===== config.mk =====
export PLATFORM = sky130hd
export DESIGN_NAME = rtc_alarm_core
export DESIGN_NICKNAME = d
export VERILOG_FILES = /design/src/rtl/rtc_pkg.sv /design/src/rtl/rtc_prescaler.sv /design/src/rtl/rtc_alarm_core.sv
export SDC_FILE = /design/constraint.sdc
export NUM_CORES = 1
export LEC_CHECK = 0
export ABC_AREA = 0
export BUFFER_PORTS_ARGS = -buffer_cell sky130_fd_sc_hd__buf_2
export CAP_MARGIN = 30
export CELL_PAD_IN_SITES_DETAIL_PLACEMENT = 0
export CELL_PAD_IN_SITES_GLOBAL_PLACEMENT = 1
export CORE_MARGIN = 5
export CORE_UTILIZATION = 40
export CTS_CLUSTER_SIZE = 25
export DETAILED_ROUTE_END_ITERATION = 12
export PLACE_DENSITY_LB_ADDON = 0.1
export SLEW_MARGIN = 15
export SYNTH_ARGS = -nofsm -noshare
export SYNTH_HDL_FRONTEND = slang
export SYNTH_SLANG_ARGS = --single-unit

===== constraint.sdc =====
create_clock -name clk -period 6.2 [get_ports clk]
set_input_delay 0.31 -clock clk [delete_from_list [all_inputs] [get_ports clk]]
set_output_delay 0.31 -clock clk [all_outputs]
set_load 0.1 [all_outputs]

===== src/rtl/rtc_pkg.sv =====
// Shared types, limits and hour-presentation helper for the RTC alarm core.
package rtc_pkg;

  typedef enum logic [1:0] {
    ST_IDLE   = 2'd0,
    ST_RING   = 2'd1,
    ST_SNOOZE = 2'd2
  } alm_state_e;

  localparam logic [5:0] SEC_MAX  = 6'd59;
  localparam logic [5:0] MIN_MAX  = 6'd59;
  localparam logic [4:0] HOUR_MAX = 5'd23;

  typedef struct packed {
    logic       pm;
    logic [4:0] hour;
  } hour12_t;

  // 24 h -> 12 h: midnight shows as 12 AM, noon as 12 PM.
  function automatic hour12_t to_12h(input logic [4:0] hour24);
    hour12_t r;
    if (hour24 == 5'd0) begin
      r.hour = 5'd12;
      r.pm   = 1'b0;
    end else if (hour24 < 5'd12) begin
      r.hour = hour24;
      r.pm   = 1'b0;
    end else if (hour24 == 5'd12) begin
      r.hour = 5'd12;
      r.pm   = 1'b1;
    end else begin
      r.hour = hour24 - 5'd12;
      r.pm   = 1'b1;
    end
    return r;
  endfunction

endpackage


===== src/rtl/rtc_prescaler.sv =====
// One-second prescaler: counts 0..TICK_DIV-1 and flags the terminal cycle.
module rtc_prescaler #(
  parameter int TICK_DIV = 100000000
) (
  input  logic clk,
  input  logic rst,
  input  logic clr,
  output logic tick
);

  localparam int CW = $clog2(TICK_DIV);
  localparam logic [CW-1:0] TERM = CW'(TICK_DIV - 1);

  logic [CW-1:0] cnt_q, cnt_d;

  // Next count: wrap at terminal, restart on clear.
  always_comb begin
    cnt_d = cnt_q + 1'b1;
    if (clr || (cnt_q == TERM)) begin
      cnt_d = '0;
    end
  end

  // Count register with synchronous reset.
  always_ff @(posedge clk) begin
    if (rst) begin
      cnt_q <= '0;
    end else begin
      cnt_q <= cnt_d;
    end
  end

  // A clear in the terminal cycle swallows that tick so a time load is never incremented.
  assign tick = (cnt_q == TERM) && !clr && !rst;

endmodule


===== src/rtl/rtc_alarm_core.sv =====
// Real-time clock with alarm slots, snooze and ring timeout.
//
// state     | meaning
// ----------+-----------------------------------------------
// ST_IDLE   | no alarm active, waiting for a slot match
// ST_RING   | alarm output asserted, ring timer counting down
// ST_SNOOZE | alarm silenced, snooze timer counting down
module rtc_alarm_core
  import rtc_pkg::*;
#(
  parameter int TICK_DIV       = 100000000,
  parameter int NUM_ALM        = 2,
  parameter int SNOOZE_S       = 300,
  parameter int RING_TIMEOUT_S = 60
) (
  input  logic                                         clk,
  input  logic                                         rst,
  input  logic                                         set_time,
  input  logic                                         set_alm,
  input  logic [((NUM_ALM > 1) ? $clog2(NUM_ALM) : 1)-1:0] alm_sel,
  input  logic [4:0]                                   hour_in,
  input  logic [5:0]                                   min_in,
  input  logic [5:0]                                   sec_in,
  input  logic [NUM_ALM-1:0]                           alm_en,
  input  logic                                         alm_off,
  input  logic                                         snooze,
  input  logic                                         mode12,
  output logic [4:0]                                   hour_out,
  output logic [5:0]                                   min_out,
  output logic [5:0]                                   sec_out,
  output logic                                         pm,
  output logic                                         tick,
  output logic                                         alarm,
  output logic [((NUM_ALM > 1) ? $clog2(NUM_ALM) : 1)-1:0] alm_id,
  output logic                                         set_err
);

  localparam int AW = (NUM_ALM > 1) ? $clog2(NUM_ALM) : 1;
  localparam int RW = (RING_TIMEOUT_S > 0) ? $clog2(RING_TIMEOUT_S + 1) : 1;
  localparam int SW = (SNOOZE_S > 0) ? $clog2(SNOOZE_S + 1) : 1;
  localparam logic [RW-1:0] RING_INIT = RW'(RING_TIMEOUT_S);
  localparam logic [SW-1:0] SNZ_INIT  = SW'(SNOOZE_S);

  logic [4:0]    hour_q, hour_d;
  logic [5:0]    min_q, min_d;
  logic [5:0]    sec_q, sec_d;
  logic [4:0]    alm_hour_q [NUM_ALM];
  logic [5:0]    alm_min_q  [NUM_ALM];
  alm_state_e    state_q, state_d;
  logic [AW-1:0] alm_id_q, alm_id_d;
  logic [RW-1:0] ring_cnt_q, ring_cnt_d;
  logic [SW-1:0] snz_cnt_q, snz_cnt_d;
  logic          set_err_q, set_err_d;

  logic          tick_w;
  logic          time_ok, alm_ok, load_time, load_alm;
  logic          match;
  logic [AW-1:0] match_id;
  logic          en_latched;
  hour12_t       h12;

  assign time_ok   = (hour_in <= HOUR_MAX) && (min_in <= MIN_MAX) && (sec_in <= SEC_MAX);
  assign alm_ok    = (hour_in <= HOUR_MAX) && (min_in <= MIN_MAX) && (int'(alm_sel) < NUM_ALM);
  assign load_time = set_time && time_ok;
  assign load_alm  = set_alm && alm_ok;
  assign set_err_d = (set_time && !time_ok) || (set_alm && !alm_ok);

  rtc_prescaler #(
    .TICK_DIV(TICK_DIV)
  ) u_prescaler (
    .clk (clk),
    .rst (rst),
    .clr (load_time),
    .tick(tick_w)
  );

  // Time-of-day next state: a valid load wins, otherwise increment with carries on tick.
  always_comb begin
    hour_d = hour_q;
    min_d  = min_q;
    sec_d  = sec_q;
    if (load_time) begin
      hour_d = hour_in;
      min_d  = min_in;
      sec_d  = sec_in;
    end else if (tick_w) begin
      if (sec_q == SEC_MAX) begin
        sec_d = '0;
        if (min_q == MIN_MAX) begin
          min_d  = '0;
          hour_d = (hour_q == HOUR_MAX) ? 5'd0 : hour_q + 5'd1;
        end else begin
          min_d = min_q + 6'd1;
        end
      end else begin
        sec_d = sec_q + 6'd1;
      end
    end
  end

  // Slot match against the post-increment time; scanning downward leaves the lowest index.
  always_comb begin
    match    = 1'b0;
    match_id = '0;
    for (int i = NUM_ALM - 1; i >= 0; i--) begin
      if (alm_en[i] && (alm_hour_q[i] == hour_d) && (alm_min_q[i] == min_d)) begin
        match    = 1'b1;
        match_id = AW'(i);
      end
    end
    if (!tick_w || (sec_d != 6'd0)) begin
      match = 1'b0;
    end
  end

  assign en_latched = alm_en[alm_id_q];

  // Alarm FSM next state and timer updates.
  always_comb begin
    state_d    = state_q;
    alm_id_d   = alm_id_q;
    ring_cnt_d = ring_cnt_q;
    snz_cnt_d  = snz_cnt_q;
    case (state_q)
      ST_IDLE: begin
        if (match) begin
          state_d    = ST_RING;
          alm_id_d   = match_id;
          ring_cnt_d = RING_INIT;
        end
      end
      ST_RING: begin
        if (alm_off || !en_latched) begin
          state_d    = ST_IDLE;
          ring_cnt_d = '0;
        end else if (snooze) begin
          state_d    = ST_SNOOZE;
          ring_cnt_d = '0;
          snz_cnt_d  = SNZ_INIT;
        end else if (tick_w) begin
          if (ring_cnt_q <= RW'(1)) begin
            state_d    = ST_IDLE;
            ring_cnt_d = '0;
          end else begin
            ring_cnt_d = ring_cnt_q - 1'b1;
          end
        end
      end
      ST_SNOOZE: begin
        if (alm_off || !en_latched) begin
          state_d   = ST_IDLE;
          snz_cnt_d = '0;
        end else if (match) begin
          state_d    = ST_RING;
          alm_id_d   = match_id;
          ring_cnt_d = RING_INIT;
          snz_cnt_d  = '0;
        end else if (tick_w) begin
          if (snz_cnt_q <= SW'(1)) begin
            state_d    = ST_RING;
            ring_cnt_d = RING_INIT;
            snz_cnt_d  = '0;
          end else begin
            snz_cnt_d = snz_cnt_q - 1'b1;
          end
        end
      end
      default: begin
        state_d = ST_IDLE;
      end
    endcase
  end

  // All state registers; reset overrides every other input.
  always_ff @(posedge clk) begin
    if (rst) begin
      hour_q     <= '0;
      min_q      <= '0;
      sec_q      <= '0;
      state_q    <= ST_IDLE;
      alm_id_q   <= '0;
      ring_cnt_q <= '0;
      snz_cnt_q  <= '0;
      set_err_q  <= 1'b0;
      for (int i = 0; i < NUM_ALM; i++) begin
        alm_hour_q[i] <= '0;
        alm_min_q[i]  <= '0;
      end
    end else begin
      hour_q     <= hour_d;
      min_q      <= min_d;
      sec_q      <= sec_d;
      state_q    <= state_d;
      alm_id_q   <= alm_id_d;
      ring_cnt_q <= ring_cnt_d;
      snz_cnt_q  <= snz_cnt_d;
      set_err_q  <= set_err_d;
      for (int i = 0; i < NUM_ALM; i++) begin
        if (load_alm && (alm_sel == AW'(i))) begin
          alm_hour_q[i] <= hour_in;
          alm_min_q[i]  <= min_in;
        end
      end
    end
  end

  assign h12      = to_12h(hour_q);
  assign hour_out = mode12 ? h12.hour : hour_q;
  assign pm       = mode12 ? h12.pm : 1'b0;
  assign min_out  = min_q;
  assign sec_out  = sec_q;
  assign tick     = tick_w;
  assign alarm    = (state_q == ST_RING);
  assign alm_id   = alm_id_q;
  assign set_err  = set_err_q;

endmodule

==> metrics.csv, run 1 <==
metric;value;unit
crit_required;6.48;ns
setup.worst_path.start_class;flip-flop;
drtAntennaViolNets;0;
power_report.internal_total;0.000950;W
htree_num_levels;3;
yosysWarningCount;0;
criticalPathCategory;flip-flop to flip-flop;
rsz0062_at_grt;false;
dr.first_iter.drc_count;364;
yosys_register_bits;85;
edff_count_synth;22;
pin_slew_with_the_least_headroom_to_its_limit;0.873;ns
stdcell_area;6170;µm²
clock_tree.root_cell;sky130_fd_sc_hd__clkbuf_16;
core-area;13700;µm²
slew_headroom;0.416;
synth_nets;716;
synthesis.instances;677;
synthArstFlopShare;0;
synthDistinctLibCells;73;
die_area;16200;µm²
reg2reg_from;u_prescaler.cnt_q[0];
outcome;finished clean;
cts.sinks;85;
instance_count_along_the_most_critical_hold_path;3;
comb_power_share;0.182;
first_global_vias;5129;
hp-class;primary input to flip-flop;
nets;752;
cts_max_path_buffers;2;
worst_r2r_path_depth;11;
report.final.slew_viol_count;0;
period_needed;4.57;ns
arrival;4.85;ns
nFillCells;1442;
synth_area;5520;µm²
fin_skew;0.00574;ns
min_delay_worst_endpoint;sec_out[3];
routed_wirelength;17200;µm
peak_supply_drop;0.000112;V
clk_pin_slew;0.07;ns
finalHoldViolations;0;
fin_setup_tns;0;ns
fmaxAchievable;219;MHz
cp_slowest_cell;sky130_fd_sc_hd__nor2_1;
vias;5266;
syn_avg_cell_area;8.15;µm²
synth.yosys.seq_area_share;0.348;
hp-start;sec_in[3];
power.sequential.fraction;0.442;
critPathMaxFanout;14;
core.rowCount;43;
rr_endpoint;ring_cnt_q[1];
synth_ff_type;sky130_fd_sc_hd__dfxtp_1;
globalRouteTotalUtil;0.214;
setup_ws;1.63;ns
grt_overflow;0;
first_pass_grt_wire_length;27500;µm
clockPowerShare;0.376;
start_util;0.402;
clk-insertion-delay-late;0.35;ns
switching_share;0.329;
area_growth;11.8;%
endpoint_type_of_the_worst_setup_path;flip-flop;
total_power;0.00142;W
router_iterations_before_antenna_repair;6;
r2r_setup_slack;1.63;ns
cap_violations;0;
dp_worst_setup_slack;1.66;ns
critical_path.cell_chain;ha_1 -> and4_1 -> nand4_1 -> nor2_1 -> o21ai_0 -> o22ai_1 -> nand4b_1 -> nor4_1 -> a22oi_2 -> a21oi_2 -> mux2i_1;
post_cts_hold_buffer_count;0;
placement.cell_area;5880;µm²
grt_max_degree;45;
antennaDiodeCount;0;
leakage;2.30;nW
cp_slowest_stage_delay;0.88;ns
drive_gt1_frac;0.120;
drc;0;
routed_via_density;5.86;
die_h;127;µm
post-cts-setup-buffers;0;
min_period_over_period;0.737;
cts-buffers-inserted;9;
cts_resized;0;
ios;49;
finalSetupViolCount;0;
grt_antenna_before_repair;0;
place.port_buffers;48;
cts_tree;built;
finalWeightedCongestion;0.948;
total_switching_power;0.000466;W
power_density;230;nW/µm²
drt-wirelength-per-cell;19.1;µm
die_x;127;µm
fin_hold_ws;0.226;ns
hpwlAfterDp;12800;µm
worst max-delay path: cells and delay by family (launching register included):
kind	cells	cell delay [ns]
AOI/OAI and AO/OA	4	1.28
adders and majority gates	1	0.21
DFF	1	0.37
muxes	1	0.20
and+or+nand+nor	5	2.44
placed cells by master (no fill, tap or decap), types with 5 or more instances in the layout:
cell type and count:
sky130_fd_sc_hd__nand2_1 57, sky130_fd_sc_hd__and3_1 17, sky130_fd_sc_hd__nand4_1 20, sky130_fd_sc_hd__inv_1 25
sky130_fd_sc_hd__and2_1 16, sky130_fd_sc_hd__nor4_1 11, sky130_fd_sc_hd__mux2i_1 8, sky130_fd_sc_hd__xnor2_1 12
sky130_fd_sc_hd__a22oi_1 5, sky130_fd_sc_hd__nand2b_1 9, sky130_fd_sc_hd__a31oi_1 13, sky130_fd_sc_hd__a21oi_1 29
sky130_fd_sc_hd__a311oi_1 8, sky130_fd_sc_hd__nor2_1 93, sky130_fd_sc_hd__nor2b_1 11, sky130_fd_sc_hd__a41oi_1 5
sky130_fd_sc_hd__or3_1 8, sky130_fd_sc_hd__ha_1 12, sky130_fd_sc_hd__nand3_1 30, sky130_fd_sc_hd__o31ai_1 9
sky130_fd_sc_hd__and4_1 8, sky130_fd_sc_hd__dfxtp_1 63, sky130_fd_sc_hd__buf_2 48, sky130_fd_sc_hd__edfxtp_1 22
sky130_fd_sc_hd__nor3_1 19, sky130_fd_sc_hd__xor2_1 27, sky130_fd_sc_hd__clkbuf_16 9, sky130_fd_sc_hd__a211oi_1 11
sky130_fd_sc_hd__o21ai_0 22
per-layer routing:
| metal | wire [µm] | vias to the layer above | track usage |
|---|---|---|---|
| li1 | - | 2578 | - |
| met1 | 7930 | 2513 | 0.280 |
| met4 | 399 | 0 | 0.0820 |
| met2 | 7930 | 145 | 0.346 |
| met5 | 0 | - | 0 |
| met3 | 936 | 30 | 0.0431 |
synth_stat cells, drive strengths merged, types with 3 or more instances:
cell	count	area [µm²]
xnor2	12	105
nand2	57	214
and3	17	106
and4	9	81.3
nand3b	4	30.0
o21ai	26	130
a2111oi	3	26.3
nand2b	9	56.3
dfxtp	63	1260
o211ai	4	30.0
or4	5	48.8
inv	25	93.8
a22oi	6	50.1
nor4b	3	26.3
o21bai	3	22.5
o21a	3	22.5
or3	8	50.1
a41oi	5	43.8
and2	16	100
o31ai	9	67.6
edfxtp	22	661
ha	12	150
xor2	27	236
a21oi	30	154
nor3b	4	30.0
a311oi	8	70.1
o41ai	3	26.3
mux2i	8	80.1
buf	10	65.1
a31oi	13	81.3
a211oi	11	82.6
nor2b	11	68.8
nor4	14	124
nand4	21	138
nor2	93	349
clkbuf	17	63.8
nand3	30	150
nor3	20	105
a21o	3	22.5
power by group through the flow:
stage                     clock, W  combinational [W]  sequential, W
after global placement           0           0.000253       0.000638
after CTS                 0.000548           0.000256       0.000626
after global routing      0.000568           0.000277       0.000630
final                     0.000532           0.000258       0.000627
after floorplan                  0           0.000150       0.000668
after detailed placement         0           0.000255       0.000639
worst max-delay path by stage:
stage                                    start       endpoint  slack (ns)  cells past startpoint
final                     u_prescaler.cnt_q[0]  ring_cnt_q[1]        1.63                     11
after detailed placement  u_prescaler.cnt_q[0]  ring_cnt_q[1]        1.66                     11
after global placement    u_prescaler.cnt_q[0]  ring_cnt_q[1]        1.71                     11
after floorplan                     sec_out[0]   snz_cnt_q[2]        2.14                     12
after CTS                 u_prescaler.cnt_q[0]  ring_cnt_q[1]        1.64                     11
after global routing      u_prescaler.cnt_q[0]  ring_cnt_q[1]        1.25                     11
metrics by stage:
step,util,std cells
floorplan,-,677
global placement,0.428,881
detailed placement,0.429,882
CTS,0.450,898
global route,0.450,898
finish,0.450,898
sequential cells by signal, summed over array words and instances, names as in the netlist:
signal / cells
hour_q: 5
u_prescaler.cnt_q: 27
min_out: 6
snz_cnt_q: 9
state_q: 2
sec_out: 6
ring_cnt_q: 6
alm_hour_q: 10
alm_id: 1
set_err: 1
alm_min_q: 12
layout make-up:
cell class	instances	area, µm²	share of cell area
Clock buffer	10	239	0.0387
Clock inverter	6	45.0	0.00730
Inverter	25	93.8	0.0152
Multi-Input combinational cell	540	3370	0.547
Sequential cell	85	1920	0.312
Tap cell	180	225	0.0365
Timing Repair Buffer	52	270	0.0438
logic make-up (layout without fill, tap and decap cells):
kind of cell,count (synthesis),count (layout),synth area share
AO/OA/AOI/OAI,151,151,0.189
adder cells (fa/ha/maj),12,12,0.0272
flip-flops,85,85,0.348
buffers and inverters,52,93,0.0404
XOR/XNOR,39,39,0.0619
multiplexers,10,10,0.0186
AND/OR/NAND/NOR,328,328,0.315
Power figures use the tool's default switching activity.
==> run 2: changes to the inputs <==
clock period = 4.1 ns   (was 6.2 ns; I/O delays follow)
==> metrics.csv, run 2 (same netlist as run 1, synthesis figures left out) <==
metric;value;unit
clk_pin_slew;0.06;ns
cts_tree;built;
pin_slew_with_the_least_headroom_to_its_limit;0.729;ns
finalHoldViolations;0;
min_period_over_period;0.935;
cts_max_path_buffers;2;
routed_wirelength;16900;µm
critPathMaxFanout;6;
first_pass_grt_wire_length;27500;µm
grt_antenna_before_repair;0;
rsz0062_at_grt;false;
largest_register_ff_count;27;
instance_count_along_the_most_critical_hold_path;3;
grt_overflow;0;
drc;0;
cap_violations;0;
antennaDiodeCount;0;
fmaxAchievable;261;MHz
report.final.slew_viol_count;0;
grt_max_degree;44;
htree_num_levels;3;
reg.largest.list;u_prescaler.cnt_q x27, alm_min_q x12, alm_hour_q x10;
critical_path.cell_chain;ha_1 -> nand3b_1 -> buf_4 -> nor4_4 -> nand3_1 -> a21oi_1 -> a211oi_1 -> o32ai_1 -> nor3_2 -> a22oi_1 -> a311oi_1 -> a311oi_1;
cp_num_buf_inv;1;
start_util;0.402;
leading_cell_types_in_the_layout_fill_and_taps_excluded;93 x sky130_fd_sc_hd__nor2_1, 62 x sky130_fd_sc_hd__dfxtp_1, 57 x sky130_fd_sc_hd__nand2_1, 48 x sky130_fd_sc_hd__buf_2, 30 x sky130_fd_sc_hd__nand3_1;
outcome;finished clean;
clock_tree.root_cell;sky130_fd_sc_hd__clkbuf_16;
arrival;4.10;ns
core.rowCount;43;
cp_slowest_cell;sky130_fd_sc_hd__o32ai_1;
critical_path.top_delay_family;compound AO/OA/AOI/OAI gates;
globalRouteTotalUtil;0.213;
crit_required;4.37;ns
endpoint_type_of_the_worst_setup_path;flip-flop;
setup.worst_path.start_class;flip-flop;
drtAntennaViolNets;0;
leakage;2.44;nW
slew_headroom;0.510;
cts-buffers-inserted;9;
period_needed;3.83;ns
finalSetupViolCount;0;
stdcell_area;6390;µm²
worst_r2r_path_depth;12;
drt-wirelength-per-cell;18.3;µm
cp_slowest_stage_delay;0.54;ns
router_iterations_before_antenna_repair;5;
first_global_vias;5046;
max_flop_register;u_prescaler.cnt_q;
clk-insertion-delay-late;0.36;ns
routed_via_density;5.84;
nets;776;
hpwlAfterDp;12900;µm
vias;5385;
die_x;127;µm
dr.first_iter.drc_count;434;
power_density;341;nW/µm²
drive_gt1_frac;0.150;
worst_path_most_repeated_cell;sky130_fd_sc_hd__a311oi_1;
peak_supply_drop;0.000196;V
placement.cell_area;6000;µm²
cts.sinks;85;
die_h;127;µm
layout_commonest_cell;sky130_fd_sc_hd__nor2_1;
core-area;13700;µm²
fin_setup_tns;0;ns
place.port_buffers;48;
criticalPathCategory;flip-flop to flip-flop;
fin_skew;0.00544;ns
finalWeightedCongestion;0.983;
die_area;16200;µm²
crit_cells;12;
ios;49;
area_growth;15.9;%
hp-class;primary input to flip-flop;
-- run 2: changes by cell type in the layout (fill, tap and decap cells not counted), sizes merged --
cell | before | now
clkbuf | 10 | 11
inv | 28 | 26
clkinvlp | 1 | 2
bufinv | 0 | 1
buf | 52 | 76
clkinv | 2 | 1
-- run 2: power breakdown --
group          switching [W]  internal (W)
sequential         0.0000464      0.000899
combinational       0.000285      0.000113
clock               0.000350      0.000490
-- run 2: metrics by stage --
step / cells / worst slack [ns] / hold slack (ns) / total power (W) / util
after floorplan: 677 / 0.0362 / 0.349 / 0.00124 / -
after global placement: 897 / 0.0454 / 0.444 / 0.00135 / 0.437
after detailed placement: 898 / 0.0958 / 0.465 / 0.00136 / 0.438
after CTS: 914 / 0.0782 / 0.0924 / 0.00221 / 0.460
after global routing: 922 / 0.00420 / 0.105 / 0.00227 / 0.466
final: 922 / 0.266 / 0.102 / 0.00218 / 0.466
-- run 2: worst paths after layout --
| path | startpoint | endpoint | slack [ns] |
|---|---|---|---|
| max | min_out[0] | snz_cnt_q[8] | 0.27 |
| max reg2reg | min_out[0] | snz_cnt_q[8] | 0.27 |
| min reg2reg | u_prescaler.cnt_q[0] | u_prescaler.cnt_q[0] | 0.47 |
| min | sec_in[3] | sec_out[3] | 0.10 |
-- run 2: routing by layer --
| layer | routed length, µm | share of wire | GRT usage |
|---|---|---|---|
| met4 | 521 | 0.031 | 0.0984 |
| met2 | 7610 | 0.45 | 0.323 |
| met1 | 7800 | 0.46 | 0.298 |
| met3 | 945 | 0.056 | 0.0330 |
| met5 | 0 | 0 | 0 |
-- run 2: worst min-delay path, delay by kind of cell --
kind | cells | cell delay, ns
muxes | 1 | 0.05
and+or+nand+nor | 1 | 0.07
buffers and inverters | 1 | 0.09
-- run 2: what timing repair did --
| item | 4_1_cts | 5_1_grt |
|---|---|---|
| hold buffers | 0 | 0 |
| setup endpoints to repair | 0 | 13 |
| resized for setup | 0 | 4 |
| setup buffers | 0 | 8 |
-- run 2: area by class of cell --
cell class,count,area [µm²]
fillers,1339,7320
well taps,180,225
repair buffers,76,463
flip-flops and latches,85,1920
clock buffers,11,243
inverters,25,93.8
multi-input cells,540,3390
clock inverters,5,60.1
==> run 3: changes to the inputs <==
HOLD_SLACK_MARGIN = 0.12   (was not set)
clock period = 4.6 ns   (was 4.1 ns; I/O delays follow)
==> metrics.csv, run 3 (same netlist as run 1, synthesis figures left out) <==
metric;value;unit
fin_skew;0.00909;ns
antennaDiodeCount;0;
globalRouteTotalUtil;0.206;
max_flop_register;u_prescaler.cnt_q;
wl_met1;7660;µm
reg2reg_from;u_prescaler.cnt_q[0];
min_delay_worst_endpoint;sec_out[3];
leading_cell_types_in_the_layout_fill_and_taps_excluded;92 x sky130_fd_sc_hd__nor2_1, 63 x sky130_fd_sc_hd__dfxtp_1, 57 x sky130_fd_sc_hd__nand2_1, 48 x sky130_fd_sc_hd__buf_2, 30 x sky130_fd_sc_hd__nand3_1;
report.final.slew_viol_count;0;
detailed_routed_wire_length_on_met3;670;µm
critPathMaxFanout;11;
criticalPathCategory;flip-flop to flip-flop;
pin_slew_with_the_least_headroom_to_its_limit;0.674;ns
worst_r2r_path_depth;13;
total_power;0.00200;W
htree_num_levels;3;
arrival;4.42;ns
power_density;317;nW/µm²
cts_tree;built;
endpoint_type_of_the_worst_setup_path;flip-flop;
cts_max_path_buffers;2;
cp-startpoint;u_prescaler.cnt_q[0];
drtAntennaViolNets;0;
period_needed;4.14;ns
cap_violations;0;
reg.largest.list;u_prescaler.cnt_q x27, alm_min_q x12, alm_hour_q x10;
hpwlAfterDp;12400;µm
layout_commonest_cell;sky130_fd_sc_hd__nor2_1;
met2RoutedLength;7850;µm
clock_tree.root_cell;sky130_fd_sc_hd__clkbuf_16;
fin_setup_tns;0;ns
drt-wirelength-per-cell;18.1;µm
die_h;127;µm
nFillCells;1382;
routed_via_density;5.82;
highest_layer;met4;
cts.sinks;85;
first_global_vias;5213;
rr_endpoint;ring_cnt_q[1];
setup.worst_path.start_class;flip-flop;
hp-class;primary input to flip-flop;
min_period_over_period;0.900;
dr.first_iter.drc_count;351;
die_area;16200;µm²
grt_antenna_before_repair;0;
largest_register_ff_count;27;
r2r_setup_slack;0.46;ns
drive_gt1_frac;0.133;
finalHoldViolations;0;
hp-start;sec_in[3];
slew_headroom;0.547;
nets;763;
start_util;0.402;
place.port_buffers;48;
peak_supply_drop;0.000204;V
finalSetupViolCount;0;
leakage;2.39;nW
clk_pin_slew;0.06;ns
crit_required;4.88;ns
core.rowCount;43;
router_iterations_before_antenna_repair;5;
outcome;finished clean;
ios;49;
die_x;127;µm
grt_overflow;0;
first_pass_grt_wire_length;26900;µm
routed_wirelength;16400;µm
utilization;0.460;
core-area;13700;µm²
drc;0;
instance_count_along_the_most_critical_hold_path;3;
clk-insertion-delay-late;0.35;ns
rsz0062_at_grt;false;
finalWeightedCongestion;0.856;
vias;5288;
area_growth;14.4;%
cts-buffers-inserted;9;
grt_max_degree;46;
fmaxAchievable;241;MHz
## run 3: worst max-delay path, cell delays in order, from the launching register on
cell and delay, ns:
sky130_fd_sc_hd__dfxtp_1 0.37, sky130_fd_sc_hd__ha_1 0.21, sky130_fd_sc_hd__and4_1 0.24, sky130_fd_sc_hd__nand4_1 0.52, sky130_fd_sc_hd__nor4_4 0.62, sky130_fd_sc_hd__a211oi_1 0.15, sky130_fd_sc_hd__buf_4 0.18, sky130_fd_sc_hd__or3_1 0.30
sky130_fd_sc_hd__a2111o_1 0.52, sky130_fd_sc_hd__nor3_2 0.21, sky130_fd_sc_hd__a22oi_2 0.17, sky130_fd_sc_hd__buf_4 0.18, sky130_fd_sc_hd__a21oi_2 0.19, sky130_fd_sc_hd__mux2i_1 0.19
## run 3: layout make-up
cell class / count / area (µm²) / area share
Multi-Input combinational cell: 540 / 3380 / 0.535
Tap cell: 180 / 225 / 0.0357
Clock buffer: 12 / 289 / 0.0458
Inverter: 25 / 93.8 / 0.0149
Clock inverter: 4 / 51.3 / 0.00813
Timing Repair Buffer: 63 / 353 / 0.0559
Sequential cell: 85 / 1920 / 0.305
## run 3: how the worst max path moves through the flow
| stage | endpoint | slack [ns] |
|---|---|---|
| floorplan | snz_cnt_q[2] | 0.54 |
| global placement | snz_cnt_q[8] | 0.41 |
| detailed placement | ring_cnt_q[1] | 0.33 |
| CTS | ring_cnt_q[1] | 0.29 |
| global route | snz_cnt_q[8] | 0.18 |
| finish | ring_cnt_q[1] | 0.46 |
## run 3: power breakdown
group          leakage (nW)  total (W)  switching (W)  internal (W)
clock                 0.170   0.000813       0.000312      0.000502
combinational          1.49   0.000348       0.000249     0.0000989
sequential            0.731   0.000841      0.0000402      0.000800
## run 3: per-stage QoR
step	hold WS [ns]	instances	cell area (µm²)	setup WS (ns)
global placement	0.443	888	5930	0.406
global route	0.157	909	6310	0.179
finish	0.138	909	6310	0.458
detailed placement	0.459	889	5940	0.325
floorplan	0.374	677	5520	0.536
CTS	0.128	905	6280	0.292
## run 3: timing repair
item / in CTS / in global routing
setup buffers: 0 / 4
resized for setup: 0 / 1
hold buffers: 0 / 0
endpoints found under the setup margin: 0 / 8
## run 3: layer usage
| metal | GRT usage | vias to the layer above |
|---|---|---|
| li1 | - | 2614 |
| met1 | 0.277 | 2544 |
| met2 | 0.342 | 112 |
| met3 | 0.0309 | 18 |
| met4 | 0.0618 | 0 |
| met5 | 0 | - |
